## src/rtl/control_pkg.sv

```systemverilog
// Shared definitions for the control sequencer: opcodes, timing phases, FSM states.
package control_pkg;

    // 3-bit opcodes of the accumulator datapath
    localparam logic [2:0] OP_NOP = 3'b000;
    localparam logic [2:0] OP_LDA = 3'b001;
    localparam logic [2:0] OP_STA = 3'b010;
    localparam logic [2:0] OP_ADD = 3'b011;
    localparam logic [2:0] OP_CLR = 3'b100;
    localparam logic [2:0] OP_INC = 3'b101;
    localparam logic [2:0] OP_JMP = 3'b110;
    localparam logic [2:0] OP_HLT = 3'b111;

    // Timing phases produced by the 2-bit sequence counter
    localparam logic [1:0] T0 = 2'd0;
    localparam logic [1:0] T1 = 2'd1;
    localparam logic [1:0] T2 = 2'd2;
    localparam logic [1:0] T3 = 2'd3;

    // Sequencer FSM states
    typedef enum logic [2:0] {
        IDLE,
        ARM,
        RUN,
        WAIT,
        HALT
    } state_e;

endpackage

```

## src/rtl/control_sequencer_if.sv

```systemverilog
// Signal bundle between the sequence counter / memories and the control sequencer.
interface control_sequencer_if;

    logic [1:0] T;
    logic       start;
    logic [2:0] instr;
    logic       mem_ready;

    logic       E;
    logic       ir_ld;
    logic       pc_inc;
    logic       pc_ld;
    logic       mem_rd;
    logic       mem_wr;
    logic       ac_ld_mem;
    logic       ac_add;
    logic       ac_clr;
    logic       ac_inc;
    logic       halted;
    logic       err;

    // Environment side: supplies timing, start, opcode and memory handshake
    modport master (
        output T, start, instr, mem_ready,
        input  E, ir_ld, pc_inc, pc_ld, mem_rd, mem_wr,
               ac_ld_mem, ac_add, ac_clr, ac_inc, halted, err
    );

    // Sequencer side
    modport slave (
        input  T, start, instr, mem_ready,
        output E, ir_ld, pc_inc, pc_ld, mem_rd, mem_wr,
               ac_ld_mem, ac_add, ac_clr, ac_inc, halted, err
    );

endinterface

```

## src/rtl/opcode_decoder.sv

```systemverilog
// Classifies a latched opcode into the flags shared by the RUN and WAIT logic.
module opcode_decoder
    import control_pkg::*;
(
    input  logic [2:0] op,
    output logic       is_mem,
    output logic       is_rd,
    output logic       is_alu,
    output logic       is_hlt
);

    // Pure decode of the opcode class
    always_comb begin
        is_mem = (op == OP_LDA) || (op == OP_STA);
        is_rd  = (op == OP_LDA);
        is_alu = (op == OP_ADD) || (op == OP_CLR) || (op == OP_INC);
        is_hlt = (op == OP_HLT);
    end

endmodule

```

## src/rtl/control_sequencer.sv

```systemverilog
// Control unit downstream of the 2-bit sequence counter: generates the counter
// freeze enable E and per-phase micro-operation strobes, handling instruction
// latching, data-memory waits with timeout, start-up arming and halt.
module control_sequencer
    import control_pkg::*;
#(
    parameter int TIMEOUT = 15
) (
    input logic                clk,
    input logic                rst,
    control_sequencer_if.slave bus
);

    localparam int CW = $clog2(TIMEOUT + 1);
    localparam logic [CW-1:0] TIMEOUT_C = CW'(TIMEOUT);

    state_e        state_q, state_d;
    logic [2:0]    op_q, op_d;
    logic [CW-1:0] wcnt_q, wcnt_d;
    logic          err_q, err_d;

    logic is_mem, is_rd, is_alu, is_hlt;

    logic e, ir_ld, pc_inc, pc_ld, mem_rd, mem_wr;
    logic ac_ld_mem, ac_add, ac_clr, ac_inc;

    opcode_decoder u_dec (
        .op    (op_q),
        .is_mem(is_mem),
        .is_rd (is_rd),
        .is_alu(is_alu),
        .is_hlt(is_hlt)
    );

    // State, opcode, wait counter and sticky error registers
    // NOTE: sequential state uses non-blocking assignments so every flop samples pre-edge values.
    always_ff @(posedge clk or posedge rst) begin
        if (rst) begin
            state_q <= IDLE;
            op_q    <= OP_NOP;
            wcnt_q  <= '0;
            err_q   <= 1'b0;
        end else begin
            state_q <= state_d;
            op_q    <= op_d;
            wcnt_q  <= wcnt_d;
            err_q   <= err_d;
        end
    end

    // Next-state and strobe decode from state, T phase, opcode and mem_ready
    always_comb begin
        // NOTE: every signal gets a default first so no path leaves one unassigned (no latches).
        state_d   = state_q;
        op_d      = op_q;
        wcnt_d    = wcnt_q;
        err_d     = err_q;
        e         = 1'b1;
        ir_ld     = 1'b0;
        pc_inc    = 1'b0;
        pc_ld     = 1'b0;
        mem_rd    = 1'b0;
        mem_wr    = 1'b0;
        ac_ld_mem = 1'b0;
        ac_add    = 1'b0;
        ac_clr    = 1'b0;
        ac_inc    = 1'b0;

        case (state_q)
            IDLE: begin
                if (bus.start) state_d = ARM;
            end

            // One cycle with E low to absorb the counter's restart-on-release T0
            ARM: begin
                e       = 1'b0;
                state_d = RUN;
            end

            RUN: begin
                e = 1'b0;
                case (bus.T)
                    T0: begin
                        ir_ld = 1'b1;
                        op_d  = bus.instr;
                    end
                    T1: pc_inc = 1'b1;
                    T2: begin
                        if (is_mem) begin
                            mem_rd = is_rd;
                            mem_wr = !is_rd;
                            if (bus.mem_ready) begin
                                ac_ld_mem = is_rd;
                            end else begin
                                e       = 1'b1;
                                wcnt_d  = CW'(1);
                                state_d = WAIT;
                            end
                        end else if (op_q == OP_JMP) begin
                            pc_ld = 1'b1;
                        end else if (is_hlt) begin
                            e       = 1'b1;
                            state_d = HALT;
                        end
                    end
                    default: begin
                        if (is_alu) begin
                            ac_add = (op_q == OP_ADD);
                            ac_clr = (op_q == OP_CLR);
                            ac_inc = (op_q == OP_INC);
                        end
                    end
                endcase
            end

            // T frozen at T2; request held until completion or timeout
            WAIT: begin
                mem_rd = is_rd;
                mem_wr = !is_rd;
                if (bus.mem_ready) begin
                    e         = 1'b0;
                    ac_ld_mem = is_rd;
                    wcnt_d    = '0;
                    state_d   = RUN;
                end else if (wcnt_q < TIMEOUT_C) begin
                    wcnt_d = wcnt_q + CW'(1);
                end else begin
                    mem_rd  = 1'b0;
                    mem_wr  = 1'b0;
                    err_d   = 1'b1;
                    state_d = HALT;
                end
            end

            default: begin
                // HALT: hold the counter; only rst leaves
            end
        endcase
    end

    assign bus.E         = e;
    assign bus.ir_ld     = ir_ld;
    assign bus.pc_inc    = pc_inc;
    assign bus.pc_ld     = pc_ld;
    assign bus.mem_rd    = mem_rd;
    assign bus.mem_wr    = mem_wr;
    assign bus.ac_ld_mem = ac_ld_mem;
    assign bus.ac_add    = ac_add;
    assign bus.ac_clr    = ac_clr;
    assign bus.ac_inc    = ac_inc;
    assign bus.halted    = (state_q == HALT);
    assign bus.err       = err_q;

endmodule

```

## src/flat_wrapper.sv

```systemverilog
// flat-port wrapper written by rule: the top's interface ports become plain ports
module control_sequencer_flat import control_pkg::*;
#(
    parameter int TIMEOUT = 15
)
  (clk, rst, bus_T, bus_start, bus_instr, bus_mem_ready, bus_E, bus_ir_ld, bus_pc_inc, bus_pc_ld, bus_mem_rd, bus_mem_wr, bus_ac_ld_mem, bus_ac_add, bus_ac_clr, bus_ac_inc, bus_halted, bus_err);
  control_sequencer_if bus_i ();
  input logic clk;
  input logic rst;
  input wire logic [$bits(bus_i.T)-1:0] bus_T;
  input wire logic [$bits(bus_i.start)-1:0] bus_start;
  input wire logic [$bits(bus_i.instr)-1:0] bus_instr;
  input wire logic [$bits(bus_i.mem_ready)-1:0] bus_mem_ready;
  output wire logic [$bits(bus_i.E)-1:0] bus_E;
  output wire logic [$bits(bus_i.ir_ld)-1:0] bus_ir_ld;
  output wire logic [$bits(bus_i.pc_inc)-1:0] bus_pc_inc;
  output wire logic [$bits(bus_i.pc_ld)-1:0] bus_pc_ld;
  output wire logic [$bits(bus_i.mem_rd)-1:0] bus_mem_rd;
  output wire logic [$bits(bus_i.mem_wr)-1:0] bus_mem_wr;
  output wire logic [$bits(bus_i.ac_ld_mem)-1:0] bus_ac_ld_mem;
  output wire logic [$bits(bus_i.ac_add)-1:0] bus_ac_add;
  output wire logic [$bits(bus_i.ac_clr)-1:0] bus_ac_clr;
  output wire logic [$bits(bus_i.ac_inc)-1:0] bus_ac_inc;
  output wire logic [$bits(bus_i.halted)-1:0] bus_halted;
  output wire logic [$bits(bus_i.err)-1:0] bus_err;
  assign bus_i.T = bus_T;
  assign bus_i.start = bus_start;
  assign bus_i.instr = bus_instr;
  assign bus_i.mem_ready = bus_mem_ready;
  assign bus_E = bus_i.E;
  assign bus_ir_ld = bus_i.ir_ld;
  assign bus_pc_inc = bus_i.pc_inc;
  assign bus_pc_ld = bus_i.pc_ld;
  assign bus_mem_rd = bus_i.mem_rd;
  assign bus_mem_wr = bus_i.mem_wr;
  assign bus_ac_ld_mem = bus_i.ac_ld_mem;
  assign bus_ac_add = bus_i.ac_add;
  assign bus_ac_clr = bus_i.ac_clr;
  assign bus_ac_inc = bus_i.ac_inc;
  assign bus_halted = bus_i.halted;
  assign bus_err = bus_i.err;
  control_sequencer #(.TIMEOUT(TIMEOUT)) u_core (.clk(clk), .rst(rst), .bus(bus_i));
endmodule
```

## config.mk

```make
export PLATFORM = sky130hd
export DESIGN_NAME = control_sequencer_flat
export DESIGN_NICKNAME = d
export VERILOG_FILES = /design/src/rtl/control_pkg.sv /design/src/rtl/control_sequencer_if.sv /design/src/rtl/opcode_decoder.sv /design/src/rtl/control_sequencer.sv /design/src/flat_wrapper.sv
export SDC_FILE = /design/constraint.sdc
export NUM_CORES = 1
export LEC_CHECK = 0
export BUFFER_PORTS_ARGS = -buffer_cell sky130_fd_sc_hd__clkbuf_2
export CORE_UTILIZATION = 35
export CTS_CLUSTER_SIZE = 20
export DETAILED_ROUTE_END_ITERATION = 8
export GPL_TIMING_DRIVEN = 1
export PLACE_DENSITY = 0.56
export SYNTH_ARGS = -nofsm -noshare
export SYNTH_HDL_FRONTEND = slang
export SYNTH_SLANG_ARGS = --single-unit
```

## constraint.sdc

```tcl
create_clock -name clk -period 2.1 [get_ports clk]
set_input_delay 0.105 -clock clk [delete_from_list [all_inputs] [get_ports clk]]
set_output_delay 0.105 -clock clk [all_outputs]
set_load 0.01 [all_outputs]
```

Word level (Yosys, flattened, before mapping)
Index checks and enable logic that the tools add are counted.
Storage, ports and cells
  output and inout bits: 12
  bits in registers: 11
Cells by class
  reduce and logical (&&, ||, !) cells: 13
  magnitude comparators: 1
  muxes and demuxes: 52
  bitwise gates (word level): 2
  add/sub/neg operators: 1
  equality and inequality tests: 22
Operators with widths (number)
  two-way mux 1 bit: 33
  two-way mux 3 bit: 8
  two-way mux 4 bit: 5
  == test 3 bit (second input constant): 5
  == test 3 x 2 -> 1 bit (second input constant): 4
  case mux 3 bit (4 select lines): 1
  case mux 4 bit (2 select lines): 1
  AND reduction 7 bit: 1
  == test 3 x 1 -> 1 bit (second input constant): 2
  != test 3 x 2 -> 1 bit (second input constant): 2
  != test 3 bit (second input constant): 2
  case mux 1 bit (2 select lines): 3
  AND reduction 5 bit: 1
  adder 4 x 1 -> 4 bit (second input constant): 1
  < comparator 4 bit (second input constant): 1
  != test 2 x 1 -> 1 bit (second input constant): 2
  != test 2 bit (second input constant): 2
  nonzero test 4 bit: 1
  zero test 3 bit: 1
  logical OR 1 bit: 3
  != test 3 x 1 -> 1 bit (second input constant): 1
  case mux 1 bit (3 select lines): 1
  AND reduction 3 bit: 1
  OR reduction 3 bit: 1
  other kinds (7): 8

Depth between registers and ports, before layout
Gate-level depths: netlist of run 1.
  depth after elaboration: 6
  depth in mapped cells: 5
  gate-level depth less buffers: 5

Cells and area by module
A second synthesis of run 1 with hierarchy kept.
Unflattened totals
  cell total of the unflattened synthesis: 92
  area total of the unflattened synthesis: 859.6 sq um
By module, submodules not included
  control_sequencer: cells each 86, seq. area each 275.3 sq um, area each 818.3 sq um, instances 1
  opcode_decoder: cells each 6, seq. area each 0.0 sq um, area each 41.3 sq um, instances 1

Worst setup path before layout of run 1
OpenSTA, ideal clock, no wires.
  path kind: register to register
  start: reg u_core.state_q[2]
  end: reg u_core.op_q[0]
  setup slack: 0.500 ns
  stages on the path, launching flop included: 6
  period minus slack after synthesis: 1.600 ns
  buffers on the path: 1
  arrival: 1.476 ns
  path through: dfrtp_1 -> buf_2 -> nand2b_1 -> nand2b_1 -> nor3_2 -> mux2_2
Between the ends
  word-level cells in the longest chain between the ends: 2
RTL lines
  from (decl): line control_sequencer.sv:17  | state_e state_q, state_d;
  from (signal assigned): line control_sequencer.sv:44  | state_q <= state_d;
  == test 3 x 2 -> 1 bit: line control_sequencer.sv:69  | case (state_q)
  AND reduction 2 bit (no line)
  to (signal assigned): line control_sequencer.sv:45  | op_q <= op_d;
  to (decl): line control_sequencer.sv:18  | logic [2:0] op_q, op_d;
Every way passes these cells.
A chain may end at the register's enable or synchronous reset.

Worst setup path after layout of run 1
  start: reg u_core.state_q[2]
  end: out bus_mem_wr
Between the ends
  word-level cells in the longest chain between the ends: 2
RTL lines
  == test 3 x 2 -> 1 bit: line control_sequencer.sv:69
  case mux 1 bit (2 select lines) *: line control_sequencer.sv:69
  to (decl): line flat_wrapper.sv:19  | output wire logic [$bits(bus_i.mem_wr)-1:0] bus_mem_wr;
Mark *: on every way between the ends. The rest lies on a longest branch, timed or not.

==> results of run 1 <==
-- layer usage --
layer,vias up,wire length [µm]
met2,16,913
met5,-,0
met1,357,888
li1,378,-
met4,0,17
met3,2,71
-- cells by family (layout without fill, tap and decap cells) --
logic type      count (synthesis)  count (layout)  share of synthesized area [%]
xor+xnor                        2               2                          2.038
flops                          11              11                          32.02
mux                             6               6                          7.569
buf+inv                        13              34                          7.569
simple gates                   40              40                          30.28
compound gates                 21              21                          19.07
fa+ha+maj                       1               1                          1.455
-- area by class of cell --
class,instances,share of cell area [%]
multi-input combinational,70,51.49
sequential,11,27.42
timing repair buffer,23,12.41
tap,28,3.474
clock buffer,4,2.605
inverter,7,2.605
-- how the worst max path moves through the flow --
stage / start / end / slack [ns]
3_3_place_gp: u_core.op_q[0] / u_core.state_q[0] / 0.34
3_5_place_dp: u_core.op_q[0] / u_core.state_q[0] / 0.35
5_1_grt: u_core.state_q[2] / bus_mem_wr / 0.02
2_1_floorplan: u_core.state_q[2] / u_core.op_q[0] / 0.50
6_report: u_core.state_q[2] / bus_mem_wr / 0.18
4_1_cts: u_core.state_q[1] / bus_mem_wr / 0.08
-- state kept, by name, indices dropped and copies added, names as in the netlist --
| name | flops |
|---|---|
| u_core.op_q | 3 |
| u_core.wcnt_q | 4 |
| u_core.bus.err | 1 |
| u_core.state_q | 3 |
-- timing repair --
item / CTS / global route
endpoints found under the hold margin: 11 / 0
setup endpoints to repair: 0 / 1
hold buffers: 1 / 0
setup buffers: 0 / 1
resized for setup: 0 / 1
-- synthesized netlist by cell type, types with 2 or more instances --
cell type	n	area [µm²]
and3_2	2	15.01
nand2b_1	3	18.77
nand2_1	9	33.78
xnor2_1	2	17.52
nor3_1	5	25.02
a211oi_1	2	15.01
a21oi_1	5	25.02
nor2_1	5	18.77
mux2_2	4	45.04
mux2i_1	2	20.02
buf_2	3	15.01
o21bai_1	2	15.01
nor2b_1	2	12.51
inv_1	7	26.28
nand3_1	2	10.01
o21ai_0	4	20.02
dfrtp_1	11	275.3
-- stage by stage --
stage / utilization [%] / instances / instance area [µm²]
after floorplan: - / 94 / 859.6
after CTS: 44.34 / 142 / 999.7
after global routing: 44.73 / 143 / 1008
after detailed placement: 42.73 / 137 / 963.4
after global placement: 42.73 / 137 / 963.4
final: 44.73 / 143 / 1008
-- power breakdown --
part / switching, W / internal [W]
registers: 0.000206 / 0.000306
clock network: 0.0000658 / 0.0000733
logic: 0.000272 / 0.000274
total: 0.000544 / 0.000653
==> qor.csv, run 1 <==
stage,metric,value,unit
status,status,completed,
critical_path,critical_path_class,reg -> out,
power_and_ir_drop,leakagePower,0.4326,nW
detailed_routing,wire_per_inst,13.22,µm
global_route,met2_usage,28.35,%
sta,whs,0.07457,ns
synthesis,ys_warn_count,0,
place,place_congestion,0.8270,
detailed_routing,dr.first_iter.drc_count,12,
sta,tightest_slew,0.4641,ns
critical_path,worst-path-stages,5,
detailed_routing,post-route-drc-count,0,
detailed_routing,dr.pass1.iters,4,
global_route,busiest_layer,met2,
sta,skew,0.007900,ns
detailed_routing,routed_wl,1891,µm
cells_and_area,final_common_cell,clkbuf_2,
sta,fin_ws,0.1752,ns
critical_path,path_buf_inv,1,
critical_path,reg2reg_depth,4,
sta,finalSetupTns,0,ns
global_route,grt_pass1_vias,707,
global_route,grt_max_degree,13,
synthesis,synth.avg_cell_area,9.144,µm²
synthesis,syn_inst,94,
global_route,overflow,0,
global_route,grt_pass1_wl,3105,µm
floorplanning,core_area,2255,µm²
sta,min_period,1.925,ns
global_route,grtUsageMet1,18.61,%
sta,hold_violations,0,
floorplanning,fp.dieW,51.56,µm
critical_path,crit_family,flip-flops,
synthesis,ys_types,41,
cells_and_area,fillers,225,
synthesis,synth_area,859.6,µm²
cells_and_area,layout_common_cells,"20 x clkbuf_2, 10 x dfrtp_1, 9 x nand2_1",
sta,max_freq,519.5,MHz
cts,clk_pin_slew,0.07,ns
sta,setup_viol,0,
cells_and_area,drive_gt1_share,34.78,%
floorplanning,design.portCount,21,
global_route,grtUsageMet3,2.924,%
cts,root_buffer,clkbuf_4,
synthesis,synth-seq-area-share,32.02,%
synthesis,ys_ff_latch,11,
place,place_ws,0.3503,ns
power_and_ir_drop,ir_drop,0.0005473,V
sta,post-route-period-util,91.66,%
critical_path,rrSetupSlack,0.34,ns
min_path,worst_hold_startpoint,bus_instr[1],
cells_and_area,area_growth,17.32,%
synthesis,synth_flop_cell,dfrtp_1,
global_route,groute.usage.overall,16.34,%
floorplanning,start_util,38.12,%
synthesis,synth_edf_count,0,
power_and_ir_drop,total_power,0.001197,W
min_path,holdCritPathClass,in -> reg,
critical_path,rr_endpoint,u_core.state_q[0],
critical_path,cp_data_arrival_time,1.82,ns
min_path,worstHoldPathCells,2,
synthesis,syn-num-nets,104,
power_and_ir_drop,p_per_area,1187,nW/µm²
cells_and_area,register_area,276.5,µm²
cts,numCtsBuffers,3,
cts,cts_tree,built,
floorplanning,chipHeight,51.56,µm
synthesis,ys_async_sr_fraction,100.0,%
critical_path,critPathLaunchType,register,
critical_path,crit_fanout,10,
cells_and_area,antennaDiodeCount,0,
detailed_routing,antenna_left,0,
critical_path,worstReg2RegStart,u_core.op_q[0],
cts,clk_latency,0.26,ns
cts,clockBufferDepth,2,
sta,slew_headroom,68.78,%
detailed_routing,drt-vias-per-instance,5.266,
critical_path,crit_path_end_kind,primary output,
floorplanning,die-area,2658,µm²
critical_path,crit_slowest_cell,dfrtp_1,
cts,htreeDepth,1,
cells_and_area,multi_input_area,519.2,µm²
place,hpwl,1486,µm
min_path,hold_path_end,u_core.op_q[1],
detailed_routing,vias,753,
cells_and_area,fin_nets,126,
job,maxCapViolations,0,
critical_path,cp_slowest_stage_delay,0.49,ns
sta,rsz0062_at_grt,false,
cts,clkSinkCount,11,
critical_path,worstPathCellList,nor3b_4 -> nand2_1 -> o31a_1 -> o22ai_1 -> clkbuf_2,
sta,slew_violations,0,
critical_path,crit_required,2.00,ns
floorplanning,rows,17,
place,io_buffers,20,
global_route,antenna_found_initial,0,
Power figures use the tool's default switching activity.
==> run 2: changes to the inputs <==
--- a/config.mk
+++ b/config.mk
@@ -5,12 +5,13 @@
 export SDC_FILE = /design/constraint.sdc
 export NUM_CORES = 1
 export LEC_CHECK = 0
+export ABC_AREA = 1
 export BUFFER_PORTS_ARGS = -buffer_cell sky130_fd_sc_hd__clkbuf_2
 export CORE_UTILIZATION = 35
 export CTS_CLUSTER_SIZE = 20
 export DETAILED_ROUTE_END_ITERATION = 8
 export GPL_TIMING_DRIVEN = 1
-export PLACE_DENSITY = 0.56
+export PLACE_DENSITY = 0.57
 export SYNTH_ARGS = -nofsm -noshare
 export SYNTH_HDL_FRONTEND = slang
 export SYNTH_SLANG_ARGS = --single-unit
==> constraint.sdc (replaced) <==
create_clock -name clk -period 2.1 [get_ports clk]
set_input_delay 0.105 -clock clk [delete_from_list [all_inputs] [get_ports clk]]
set_output_delay 0.105 -clock clk [all_outputs]
set_load 0.1 [all_outputs]
==> run 2 against run 1 <==
- clock power rose by 12%
- combinational power shrank 96%
- critical endpoint is now bus_ac_inc
- sequential share of layout area fell by 2.5 points
- sequential power shrank 59%
- maximum frequency down 1.7%
- wire length rose by 4.0%
- synthesized cell count increased by 34%
- clock-buffer cell count stayed put
- power fell by 67%
- highest routed layer unchanged
- register-to-register slack better by 0.23 ns
==> qor.csv, run 2 <==
stage,metric,value,unit,change
status,status,completed,,
cts,clkSinkCount,11,,unchanged
sta,max_freq,510.9,MHz,-1.7%
synthesis,synth.avg_cell_area,6.564,µm²,-28%
synthesis,ys_async_sr_fraction,100.0,%,unchanged
synthesis,synth-seq-area-share,33.28,%,+1.3 points
cells_and_area,fin_nets,161,,+28%
detailed_routing,wire_per_inst,11.05,µm,-16%
job,maxCapViolations,0,,unchanged
critical_path,rrSetupSlack,0.57,ns,+0.23 ns
global_route,grt_max_degree,12,,-1
cts,numCtsBuffers,3,,unchanged
critical_path,cp_data_arrival_time,1.85,ns,+0.03 ns
power_and_ir_drop,p_per_area,352.6,nW/µm²,-70%
power_and_ir_drop,leakagePower,0.5616,nW,+30%
critical_path,reg2reg_depth,8,,+4
global_route,groute.usage.overall,17.99,%,+1.6 points
cells_and_area,layout_common_cells,"34 x nand2_1, 20 x inv_1, 16 x nor2_1",,
synthesis,synth.area.top_cells,"dfrtp_1 33%, nand2_1 16%, inv_1 9.1%, nor2_1 7.3%, o21ai_0 6.1%",,
critical_path,crit_fanout,8,,-2
global_route,overflow,0,,unchanged
cells_and_area,reg_top3,"u_core.wcnt_q (4), u_core.op_q (3), u_core.state_q (3)",,
cells_and_area,largest_register_ffs,4,,unchanged
floorplanning,core_area,2212,µm²,-1.9%
cts,cts_tree,built,,
sta,slew_violations,0,,unchanged
critical_path,rr_endpoint,u_core.wcnt_q[1],,
synthesis,ys_warn_count,0,,unchanged
detailed_routing,drt-vias-per-instance,4.910,,-6.8%
synthesis,syn_inst,126,,+34%
cts,cts_setup_buffers,0,,unchanged
place,hpwl,1630,µm,+9.7%
detailed_routing,dr.first_iter.drc_count,39,,+27
sta,rsz0062_at_grt,false,,
critical_path,crit_required,2.00,ns,about the same
cells_and_area,final_common_cell,nand2_1,,
min_path,worst_hold_startpoint,bus_instr[1],,
detailed_routing,antenna_left,0,,unchanged
synthesis,yosysTopAreaCell,dfrtp_1,,
place,io_buffers,20,,unchanged
detailed_routing,routed_wl,1967,µm,+4.0%
synthesis,syn-num-nets,136,,+31%
sta,hold_violations,0,,unchanged
synthesis,yosys.cell_count.top_type,nand2_1,,
floorplanning,design.portCount,21,,unchanged
critical_path,worstReg2RegStart,u_core.op_q[0],,
place,place_congestion,0.8866,,+7.2%
detailed_routing,vias,874,,+16%
cts,clk_latency,0.27,ns,about the same
critical_path,crit_path_end_kind,primary output,,
min_path,holdCritPathClass,in -> reg,,
floorplanning,fp.dieW,50.61,µm,-1.8%
cts,root_buffer,clkbuf_4,,
floorplanning,chipHeight,50.61,µm,-1.8%
sta,min_period,1.957,ns,+0.03267 ns
global_route,antenna_found_initial,0,,unchanged
synthesis,synth_edf_count,0,,unchanged
sta,slew_headroom,63.77,%,-5.0 points
min_path,worstHoldPathCells,3,,+1
cells_and_area,area_growth,33.43,%,
floorplanning,start_util,37.39,%,-0.74 points
synthesis,yosys.area.top_type_share,33.28,%,+1.3 points
global_route,grt_pass1_wl,3422,µm,+10%
synthesis,ys_ff_latch,11,,unchanged
synthesis,ys_types,23,,-44%
power_and_ir_drop,total_power,0.0003891,W,-67%
sta,setup_viol,0,,unchanged
power_and_ir_drop,ir_drop,0.0002412,V,-56%
synthesis,synth_top_cells_by_count,"35 x nand2_1, 20 x inv_1, 16 x nor2_1, 11 x dfrtp_1, 10 x o21ai_0",,
sta,post-route-period-util,93.21,%,+1.6 points
cells_and_area,antennaDiodeCount,0,,unchanged
cells_and_area,regMostFlops,u_core.wcnt_q,,
sta,skew,0.0004081,ns,-0.007492 ns
cts,htreeDepth,1,,unchanged
synthesis,synth_area,827.0,µm²,-3.8%
cells_and_area,drive_gt1_share,27.33,%,-7.4 points
min_path,hold_path_end,u_core.op_q[1],,
synthesis,synth_flop_cell,dfrtp_1,,
cts,clk_pin_slew,0.08,ns,about the same
detailed_routing,dr.pass1.iters,4,,unchanged
cells_and_area,fin_util,49.89,%,+5.2 points
global_route,grt_pass1_vias,839,,+19%
sta,tightest_slew,0.5458,ns,+0.08176 ns
cts,clockBufferDepth,2,,unchanged
detailed_routing,post-route-drc-count,0,,unchanged
floorplanning,rows,17,,unchanged
critical_path,critical_path_class,reg -> out,,
critical_path,critPathLaunchType,register,,
floorplanning,die-area,2561,µm²,-3.6%
## run 2: cell count changes after synthesis, moves of 3 or more
| cell | previous run | this run |
|---|---|---|
| nand2_1 | 9 | 35 |
| inv_1 | 7 | 20 |
| nor2_1 | 5 | 16 |
| nand3_1 | 2 | 8 |
| o21ai_0 | 4 | 10 |
| a21oi_1 | 5 | 1 |
| mux2_2 | 4 | 0 |
| nand2_2 | 0 | 4 |
| buf_2 | 3 | 0 |
| nand2b_1 | 3 | 0 |
| nor3_1 | 5 | 2 |
## run 2: logic make-up after synthesis
kind of cell,count (synthesis),synth area share [%]
buf+inv,22,10.13
xor+xnor,1,1.059
flops,11,33.28
fa+ha+maj,1,1.513
simple gates,75,43.42
compound gates,16,10.59
## run 2: repair_timing
item | in CTS | in global routing
setup endpoints to repair | 0 | 3
resized for setup | 0 | 4
hold buffers | 1 | 0
endpoints found under the hold margin | 11 | 0
## run 2: how the worst max path moves through the flow
stage                       from    endpoint  slack [ns]  cells after the start
2_1_floorplan  u_core.state_q[1]  bus_halted       -0.52                      1
3_3_place_gp   u_core.state_q[0]       bus_E        0.44                      8
3_5_place_dp   u_core.state_q[0]  bus_ac_inc        0.42                      6
6_report       u_core.state_q[0]  bus_ac_inc        0.14                      6
5_1_grt        u_core.state_q[0]   bus_ir_ld       0.001                      6
4_1_cts        u_core.state_q[0]  bus_ac_inc        0.11                      6
## run 2: stage by stage
stage	TNS [ns]	hold WS (ns)	worst slack (ns)	instances	cell area, µm²
floorplan	-1.324	-0.04256	-0.5169	126	897.1
global placement	0	0.1075	0.4427	173	1062
detailed placement	0	0.1195	0.4158	173	1062
CTS	0	0.03620	0.1092	178	1099
global route	0	0.05743	0.001250	178	1104
finish	0	0.04114	0.1426	178	1104
## run 2: final cells by class
type	count	area, µm²
inverters	21	78.83
fillers	234	1109
flip-flops and latches	11	275.3
repair buffers	21	147.6
clock buffers	4	26.28
well taps	28	35.03
multi-input cells	93	540.5
## run 2: layer usage
layer	routed length, µm	GRT usage [%]	share of wire (%)
met2	980	31.33	50
met1	872	20.89	44
met3	68	3.636	3.5
met5	0	0	0
met4	46	8.333	2.3
## run 2: worst max-delay path: stages (launching register included)
cell	delay, ns
dfrtp_1	0.44
nor2_1	0.14
nand2_2	0.14
inv_2	0.14
nand2_1	0.12
nor4_4	0.14
buf_2	0.46
## run 2: power breakdown
part	leakage, nW	switching [W]	internal (W)
sequential	0.128	0	0.000212
combinational	0.419	0.0000145	0.00000785
clock	0.0150	0.0000816	0.0000736
total	0.562	0.0000961	0.000293
